==> src/rtl/snake_pkg.sv <==
// Playfield geometry shared by the LFSR, body tracker, renderer and food placer,
// plus the food placer state encoding.
package snake_pkg;

    localparam int SNAKE_COORD_W  = 10;
    localparam int SNAKE_GRID_W   = 64;
    localparam int SNAKE_GRID_H   = 48;
    localparam int FOOD_MAX_RETRY = 16;

    typedef enum logic [2:0] {
        FS_IDLE     = 3'd0,
        FS_SAMPLE   = 3'd1,
        FS_REDUCE   = 3'd2,
        FS_QUERY    = 3'd3,
        FS_WAIT_ACK = 3'd4
    } food_state_e;

endpackage

==> src/rtl/mod_reduce.sv <==
// Iterative modulo by repeated compare-subtract. load captures a raw word; the
// value then steps down by MOD each cycle until it is below MOD (done).
module mod_reduce #(
    parameter int W   = 10,
    parameter int MOD = 64
) (
    input  logic         clk1,
    input  logic         rst1_n,
    input  logic         load,
    input  logic [W-1:0] din,
    output logic [W-1:0] val,
    output logic         done
);

    localparam logic [W-1:0] MOD_W = W'(MOD);

    logic [W-1:0] val_q, val_d;

    always_comb begin
        val_d = val_q;
        if (load) begin
            val_d = din;
        end else if (val_q >= MOD_W) begin
            val_d = val_q - MOD_W;
        end
    end

    always_ff @(posedge clk1 or negedge rst1_n) begin
        if (!rst1_n) begin
            val_q <= '0;
        end else begin
            val_q <= val_d;
        end
    end

    assign val  = val_q;
    assign done = (val_q < MOD_W);

endmodule

==> src/rtl/food_placer.sv <==
// Turns raw LFSR X/Y words into a legal, unoccupied food cell, retrying with
// fresh samples on snake-body collisions.
//
// state       | meaning
// ------------+-----------------------------------------------
// FS_IDLE     | waiting for spawn_req; food outputs held
// FS_SAMPLE   | load raw rand_x/rand_y into the reducers
// FS_REDUCE   | compare-subtract until both coords are in range
// FS_QUERY    | launch occupancy query for the reduced cell
// FS_WAIT_ACK | hold query until occ_ack, then place/retry/fail
module food_placer
    import snake_pkg::*;
#(
    parameter int COORD_W   = SNAKE_COORD_W,
    parameter int GRID_W    = SNAKE_GRID_W,
    parameter int GRID_H    = SNAKE_GRID_H,
    parameter int MAX_RETRY = FOOD_MAX_RETRY
) (
    input  logic               clk1,
    input  logic               rst1_n,
    input  logic [COORD_W-1:0] rand_x,
    input  logic [COORD_W-1:0] rand_y,
    input  logic               spawn_req,
    output logic               occ_req,
    output logic [COORD_W-1:0] occ_x,
    output logic [COORD_W-1:0] occ_y,
    input  logic               occ_ack,
    input  logic               occ_hit,
    output logic [COORD_W-1:0] food_x,
    output logic [COORD_W-1:0] food_y,
    output logic               food_valid,
    output logic               busy,
    output logic               spawn_fail
);

    localparam int RW = $clog2(MAX_RETRY + 1);
    localparam logic [RW-1:0] LAST_RETRY = RW'(MAX_RETRY - 1);

    food_state_e        state_q, state_d;
    logic [RW-1:0]      retry_q, retry_d;
    logic               occ_req_q, occ_req_d;
    logic [COORD_W-1:0] occ_x_q, occ_x_d, occ_y_q, occ_y_d;
    logic [COORD_W-1:0] food_x_q, food_x_d, food_y_q, food_y_d;
    logic               food_valid_q, food_valid_d;
    logic               busy_q, busy_d;
    logic               spawn_fail_q, spawn_fail_d;

    logic               load;
    logic [COORD_W-1:0] rx, ry;
    logic               x_done, y_done;

    assign load = (state_q == FS_SAMPLE);

    mod_reduce #(.W(COORD_W), .MOD(GRID_W)) u_reduce_x (
        .clk1   (clk1),
        .rst1_n (rst1_n),
        .load   (load),
        .din    (rand_x),
        .val    (rx),
        .done   (x_done)
    );

    mod_reduce #(.W(COORD_W), .MOD(GRID_H)) u_reduce_y (
        .clk1   (clk1),
        .rst1_n (rst1_n),
        .load   (load),
        .din    (rand_y),
        .val    (ry),
        .done   (y_done)
    );

    always_comb begin
        state_d      = state_q;
        retry_d      = retry_q;
        occ_req_d    = occ_req_q;
        occ_x_d      = occ_x_q;
        occ_y_d      = occ_y_q;
        food_x_d     = food_x_q;
        food_y_d     = food_y_q;
        food_valid_d = food_valid_q;
        busy_d       = busy_q;
        spawn_fail_d = 1'b0;

        case (state_q)
            FS_IDLE: begin
                if (spawn_req) begin
                    food_valid_d = 1'b0;
                    busy_d       = 1'b1;
                    state_d      = FS_SAMPLE;
                end
            end
            FS_SAMPLE: begin
                state_d = FS_REDUCE;
            end
            FS_REDUCE: begin
                if (x_done && y_done) begin
                    state_d = FS_QUERY;
                end
            end
            FS_QUERY: begin
                occ_req_d = 1'b1;
                occ_x_d   = rx;
                occ_y_d   = ry;
                state_d   = FS_WAIT_ACK;
            end
            FS_WAIT_ACK: begin
                if (occ_ack) begin
                    occ_req_d = 1'b0;
                    if (!occ_hit) begin
                        food_x_d     = rx;
                        food_y_d     = ry;
                        food_valid_d = 1'b1;
                        busy_d       = 1'b0;
                        retry_d      = '0;
                        state_d      = FS_IDLE;
                    end else if (retry_q < LAST_RETRY) begin
                        retry_d = retry_q + RW'(1);
                        state_d = FS_SAMPLE;
                    end else begin
                        spawn_fail_d = 1'b1;
                        busy_d       = 1'b0;
                        retry_d      = '0;
                        state_d      = FS_IDLE;
                    end
                end
            end
            default: begin
                state_d = FS_IDLE;
            end
        endcase
    end

    always_ff @(posedge clk1 or negedge rst1_n) begin
        if (!rst1_n) begin
            state_q      <= FS_IDLE;
            retry_q      <= '0;
            occ_req_q    <= 1'b0;
            occ_x_q      <= '0;
            occ_y_q      <= '0;
            food_x_q     <= '0;
            food_y_q     <= '0;
            food_valid_q <= 1'b0;
            busy_q       <= 1'b0;
            spawn_fail_q <= 1'b0;
        end else begin
            state_q      <= state_d;
            retry_q      <= retry_d;
            occ_req_q    <= occ_req_d;
            occ_x_q      <= occ_x_d;
            occ_y_q      <= occ_y_d;
            food_x_q     <= food_x_d;
            food_y_q     <= food_y_d;
            food_valid_q <= food_valid_d;
            busy_q       <= busy_d;
            spawn_fail_q <= spawn_fail_d;
        end
    end

    assign occ_req    = occ_req_q;
    assign occ_x      = occ_x_q;
    assign occ_y      = occ_y_q;
    assign food_x     = food_x_q;
    assign food_y     = food_y_q;
    assign food_valid = food_valid_q;
    assign busy       = busy_q;
    assign spawn_fail = spawn_fail_q;

endmodule

==> config.mk <==
export PLATFORM = sky130hd
export DESIGN_NAME = food_placer
export DESIGN_NICKNAME = d
export VERILOG_FILES = /design/src/rtl/snake_pkg.sv /design/src/rtl/mod_reduce.sv /design/src/rtl/food_placer.sv
export SDC_FILE = /design/constraint.sdc
export NUM_CORES = 1
export LEC_CHECK = 0
export BUFFER_PORTS_ARGS = -buffer_cell sky130_fd_sc_hd__buf_4
export CAP_MARGIN = 30
export CORE_MARGIN = 4
export CORE_UTILIZATION = 30
export CTS_BUF_LIST = sky130_fd_sc_hd__clkbuf_8
export DETAILED_ROUTE_END_ITERATION = 10
export SYNTH_ARGS = -nofsm -noshare
export SYNTH_HDL_FRONTEND = slang
export SYNTH_SLANG_ARGS = --single-unit
==> constraint.sdc <==
create_clock -name clk1 -period 5.12 [get_ports clk1]
set_clock_uncertainty 0.1 [all_clocks]
set_input_delay 0.768 -clock clk1 [delete_from_list [all_inputs] [get_ports clk1]]
set_output_delay 0.768 -clock clk1 [all_outputs]
set_load 0.005 [all_outputs]
==> results_dict.tcl, run 1 <==
set metrics [dict create \
    root_buffer "clkbuf_8" \
    multi_input_area_sq_um 1129 \
    initialDrtViolationCount 74 \
    p_leak_uw 0.001902 \
    synth.largest_area_cell "dfrtp_1" \
    synth_top_family_by_area "multiplexers" \
    die_x_microns 107.8 \
    cp.arrival_ns 2.49 \
    synth-simple-area-share_pct 12.32 \
    firstDrtPassIters 4 \
    place.gp.congestion 0.8277 \
    slew_headroom_pct 40.04 \
    endpoint_kind "flip-flop" \
    seq_area_sq_um 1802 \
    nFillCells 977 \
    worstSetupPathType "reg2reg" \
    nNetsFinal 346 \
    cts_buffers 9 \
    die-area_sq_um 11620 \
    grt_pass1_vias 2140 \
    hold_path.startpoint "occ_x[8]" \
    rsz0062_at_grt "false" \
    synthMuxAreaShare_pct 15.37 \
    cts_sinks 72 \
    finalWorstSetupSlack_ns 2.763 \
    grt_max_degree 73 \
    drive_above_1_share_pct 40.81 \
    r2r_end "food_y[2]" \
    cts_tree "yes" \
    cp_max_fo 11 \
    status "completed" \
    finalMaxSlewViolations 0 \
    synthDistinctLibCells 39 \
    postLayoutCellArea_sq_um 3905 \
    cts_hold_buf 0 \
    wl_per_cell_microns 14.65 \
    core_area_sq_um 9729 \
    fin_tns_setup_ns 0 \
    synth_area_leaders "dfrtp_1 (60%), mux2_2 (15%), nand2_1 (5.9%), ha_1 (1.7%), nor2_1 (1.5%)" \
    ant_nets 0 \
    ir_worst_vdd_mv 0.2467 \
    post_cts.repair.setup_buffers 0 \
    fp-row-count 36 \
    cts.clk_slew.worst_paths_ns 0.07 \
    remaining_drc_errors 0 \
    dp_slack_ns 2.644 \
    grt_overflow 0 \
    syn-mean-instance-area_sq_um 12.19 \
    area_growth_pct 30.75 \
    synthXorXnorAreaFrac_pct 1.466 \
    port-buffer-count 68 \
    hold_class "reg2reg" \
    dp_hpwl_microns 4657 \
    crit_required_ns 5.25 \
    syn_inst 245 \
    min_to "occ_x[8]" \
    maxCapViolCount 0 \
    synth_top_area_share_pct 60.33 \
    cts_resized 0 \
    die_y_microns 107.8 \
    p_per_area_nw_per_um2 617.7 \
    grt_use_total_pct 12.39 \
    cp-start-kind "flip-flop" \
    yosysSeqAreaShare_pct 60.33 \
    holdPathStages 2 \
    initial_utilization_pct 30.70 \
    finalWirelength_microns 6652 \
    clock_latency_ns 0.34 \
    ioPinCount 69 \
    diodes 0 \
    tightest_slew_ns 0.8993 \
    syn_area_sq_um 2987 \
    cts_max_path_buffers 2 \
    post_drt_via_cell_ratio 4.557 \
    min_period_ns 2.357 \
    vias 2069 \
    r2r_setup_slack_ns 2.76 \
    r2r-start "state_q[1]" \
    final_common_cell "dfrtp_1" \
    period_share_pct 46.03 \
    placed_cell_area_sq_um 3649 \
    hold_ws_ns 0.3835 \
    fmaxAchievable_mhz 424.3 \
    synth_fa_ha_area_share_pct 1.676 \
    yosysWarnings 0 \
    setup_viol 0 \
    synth_compound_gate_area_share_pct 6.703 \
    htreeDepth 3 \
    rr_worst_depth 5 \
    ys_ff_latch 72 \
    final_cell_mix "dfrtp_1 (72), buf_4 (70), nand2_1 (47)" \
    antenna_found_initial 0 \
    final-hold-violation-count 0 \
    grt_pass1_wl_microns 11040 \
    synth_nets 274 \
]
-- power breakdown --
group          internal (uW)  leakage [uW]  total [uW]  switching (uW)
clock network            369      0.000125         580             210
registers                810      0.000911        1010             197
logic                    471      0.000866         824             354
-- cell families (layout without fill, tap and decap cells) --
group,Yosys count,count (layout)
AOI/OAI and AO/OA,30,30
xor gates and xnor gates,5,5
adders and majority gates,4,4
buffers and inverters,13,89
DFF,72,72
muxes,41,41
and+or+nand+nor,80,80
-- flip-flops by register name (all words and copies together), names as in the netlist --
name	flops
u_reduce_x.val	10
food_y	10
retry_q	5
spawn_fail	1
occ_x	10
food_x	10
occ_req	1
occ_y	10
busy	1
food_valid	1
state_q	3
u_reduce_y.val	10
-- Yosys cell counts --
| cell | count |
|---|---|
| o211ai_1 | 1 |
| o31ai_1 | 2 |
| nor2_1 | 12 |
| dfrtp_1 | 72 |
| nand3b_1 | 1 |
| nor4b_1 | 1 |
| a211o_1 | 1 |
| ha_1 | 4 |
| nor3_1 | 3 |
| buf_6 | 1 |
| or3_4 | 1 |
| nand2_1 | 47 |
| nor3b_1 | 4 |
| a22o_1 | 1 |
| xor2_1 | 1 |
| o21ai_1 | 2 |
| inv_1 | 3 |
| nand3_1 | 3 |
| o21ai_0 | 8 |
| o22a_1 | 2 |
| or3b_2 | 1 |
| a21oi_1 | 7 |
| xnor2_1 | 4 |
| a41oi_1 | 2 |
| or3_1 | 1 |
| nor2b_1 | 1 |
| or3b_1 | 1 |
| or2b_1 | 1 |
| buf_4 | 1 |
| a21o_1 | 2 |
| buf_2 | 3 |
| a21oi_2 | 1 |
| nand4b_1 | 1 |
| mux2_2 | 39 |
| mux2i_1 | 2 |
| clkbuf_1 | 5 |
| and3_1 | 1 |
| o41ai_2 | 1 |
| nand2b_1 | 1 |
-- per-layer routing --
metal | vias up | share of wire, % | GRT usage, %
met1 | 1013 | 47 | 16.61
met5 | - | 0 | 0
met3 | 12 | 5.6 | 4.139
met4 | 0 | 1.9 | 5.320
met2 | 55 | 46 | 18.21
li1 | 989 | - | -
-- how the worst max path moves through the flow --
stage	start	end	slack (ns)	cells past startpoint
after floorplan	u_reduce_y.val[4]	state_q[0]	3.22	5
final	state_q[1]	food_y[2]	2.76	5
after CTS	state_q[1]	food_y[9]	2.77	5
after global placement	occ_ack	food_y[0]	2.49	4
after global routing	state_q[1]	food_y[5]	2.62	5
after detailed placement	occ_ack	food_y[3]	2.64	5
-- stage by stage --
step	instances	util (%)	power, uW
final	454	40.14	2412
after global routing	454	40.14	2591
after CTS	454	40.14	2451
after detailed placement	439	37.50	1860
after global placement	438	37.35	1835
after floorplan	245	-	1472
-- cell type report --
type | instances | share of cell area, %
Clock buffer | 9 | 3.172
Clock inverter | 6 | 3.396
Inverter | 3 | 0.2884
Multi-Input combinational cell | 160 | 28.90
Sequential cell | 72 | 46.14
Tap cell | 133 | 4.261
Timing Repair Buffer | 71 | 13.84
-- critical path, cell delays in order, from the launching register on --
cell	delay (ns)
dfrtp_1	0.45
nor2_1	0.26
nand3_1	0.26
nor2_2	0.61
buf_8	0.23
mux2_2	0.33
No activity file was read; power rests on OpenSTA's default activity.
==> run 2: changes to the inputs <==
==> constraint.sdc (replaced) <==
create_clock -name clk1 -period 2.2 [get_ports clk1]
set_clock_uncertainty 0.1 [all_clocks]
set_input_delay 0.33 -clock clk1 [delete_from_list [all_inputs] [get_ports clk1]]
set_output_delay 0.33 -clock clk1 [all_outputs]
set_load 0.005 [all_outputs]
==> results_dict.tcl, run 2 (same netlist as run 1, synthesis figures left out) <==
set metrics [dict create \
    status "completed" \
    post_drt_via_cell_ratio 4.475 \
    period_share_pct 90.76 \
    die_x_microns 107.8 \
    final_cell_mix "buf_4 (74), dfrtp_1 (72), nand2_1 (47)" \
    grt_max_degree 44 \
    holdPathStages 3 \
    cp_slowest_cell "dfrtp_1" \
    cts_tree "yes" \
    power_uw 5334 \
    grt_pass1_wl_microns 11160 \
    grt_use_total_pct 12.56 \
    cp.arrival_ns 2.14 \
    dp_hpwl_microns 4853 \
    grt_pass1_vias 2178 \
    cts_max_path_buffers 2 \
    ioPinCount 69 \
    fmaxAchievable_mhz 500.8 \
    slew_headroom_pct 64.53 \
    path_cells "ha_1, or3_4, or3_1, o41ai_2" \
    drive_above_1_share_pct 41.46 \
    antenna_found_initial 0 \
    maxCapViolCount 0 \
    max_stage_delay_ns 0.44 \
    crit_required_ns 2.34 \
    finalWirelength_microns 6758 \
    die-area_sq_um 11620 \
    cp-start-kind "flip-flop" \
    initial_utilization_pct 30.70 \
    ant_nets 0 \
    core_area_sq_um 9729 \
    cts.clk_slew.worst_paths_ns 0.08 \
    wl_per_cell_microns 14.66 \
    vias 2063 \
    remaining_drc_errors 0 \
    nFillCells 984 \
    min_period_ns 1.997 \
    htreeDepth 3 \
    firstDrtPassIters 4 \
    p_per_area_nw_per_um2 1364 \
    setup_viol 0 \
    worstSetupPathType "reg2reg" \
    nNetsFinal 352 \
    tightest_slew_ns 0.5297 \
    endpoint_kind "flip-flop" \
    ir_worst_vdd_mv 0.4182 \
    path_depth 4 \
    grt_overflow 0 \
    fp-row-count 36 \
    cts_sinks 72 \
    hold_class "in2reg" \
    root_buffer "clkbuf_8" \
    cts_hold_buf 1 \
    cts_buffers 9 \
    cts_resized 0 \
    rr_worst_depth 4 \
    fin_tns_setup_ns 0 \
    final_common_cell "buf_4" \
    area_growth_pct 30.96 \
    path_buf_inv 0 \
    crit_family "simple AND/OR/NAND/NOR gates" \
    rsz0062_at_grt "false" \
    p_leak_uw 0.001903 \
    cp_max_fo 5 \
    die_y_microns 107.8 \
    clock_latency_ns 0.34 \
    initialDrtViolationCount 58 \
    post_cts.repair.setup_buffers 0 \
    port-buffer-count 68 \
    place.gp.congestion 0.8053 \
    finalMaxSlewViolations 0 \
    diodes 0 \
    final-hold-violation-count 0 \
]
[run 2: worst register-to-register path: cells and delay by family (launching register included)]
| family | cells | cell delay [ns] |
|---|---|---|
| flops | 1 | 0.44 |
| fa+ha+maj | 1 | 0.26 |
| compound gates | 1 | 0.33 |
| simple gates | 2 | 0.78 |
[run 2: worst paths after layout]
path	from	endpoint	slack [ns]
worst max-delay path	u_reduce_y.val[4]	state_q[0]	0.20
worst min-delay path	rand_y[0]	u_reduce_y.val[0]	0.07
worst max register to register	u_reduce_y.val[4]	state_q[0]	0.20
worst min register to register	retry_q[4]	retry_q[0]	0.39
max in group asynchronous	rst1_n	food_x[0]	1.09
min in group asynchronous	rst1_n	food_x[8]	0.36
[run 2: final cells by class]
type	instances	area, sq um	area share, %
Clock inverter	7	73.82	1.887
Multi-Input combinational cell	160	1129	28.85
Inverter	3	11.26	0.2879
Clock buffer	9	123.9	3.167
Tap cell	133	166.4	4.255
Sequential cell	72	1802	46.07
Timing Repair Buffer	77	605.6	15.48
[run 2: stage by stage]
step                std cells  setup slack [ns]  instance area (sq um)  util, %  hold slack [ns]
floorplan                 245            0.2961                   2987        -         -0.06559
global placement          444            0.2416                   3704    38.07           0.1897
detailed placement        444            0.2002                   3704    38.07           0.1885
CTS                       461            0.1864                   3911    40.20          0.04431
global route              461           0.08710                   3911    40.20          0.05191
finish                    461            0.2033                   3911    40.20          0.07003
[run 2: metal layers]
| layer | vias up | part of all wire (%) | GRT usage, % |
|---|---|---|---|
| li1 | 1004 | - | - |
| met1 | 996 | 45 | 15.99 |
| met2 | 56 | 49 | 20.12 |
| met3 | 7 | 5.1 | 3.839 |
| met4 | 0 | 1.2 | 4.599 |
| met5 | - | 0 | 0 |
[run 2: power breakdown]
part	switching [uW]	total [uW]	internal (uW)
clock network	501	1020	523
logic	846	1980	1130
registers	446	2330	1890
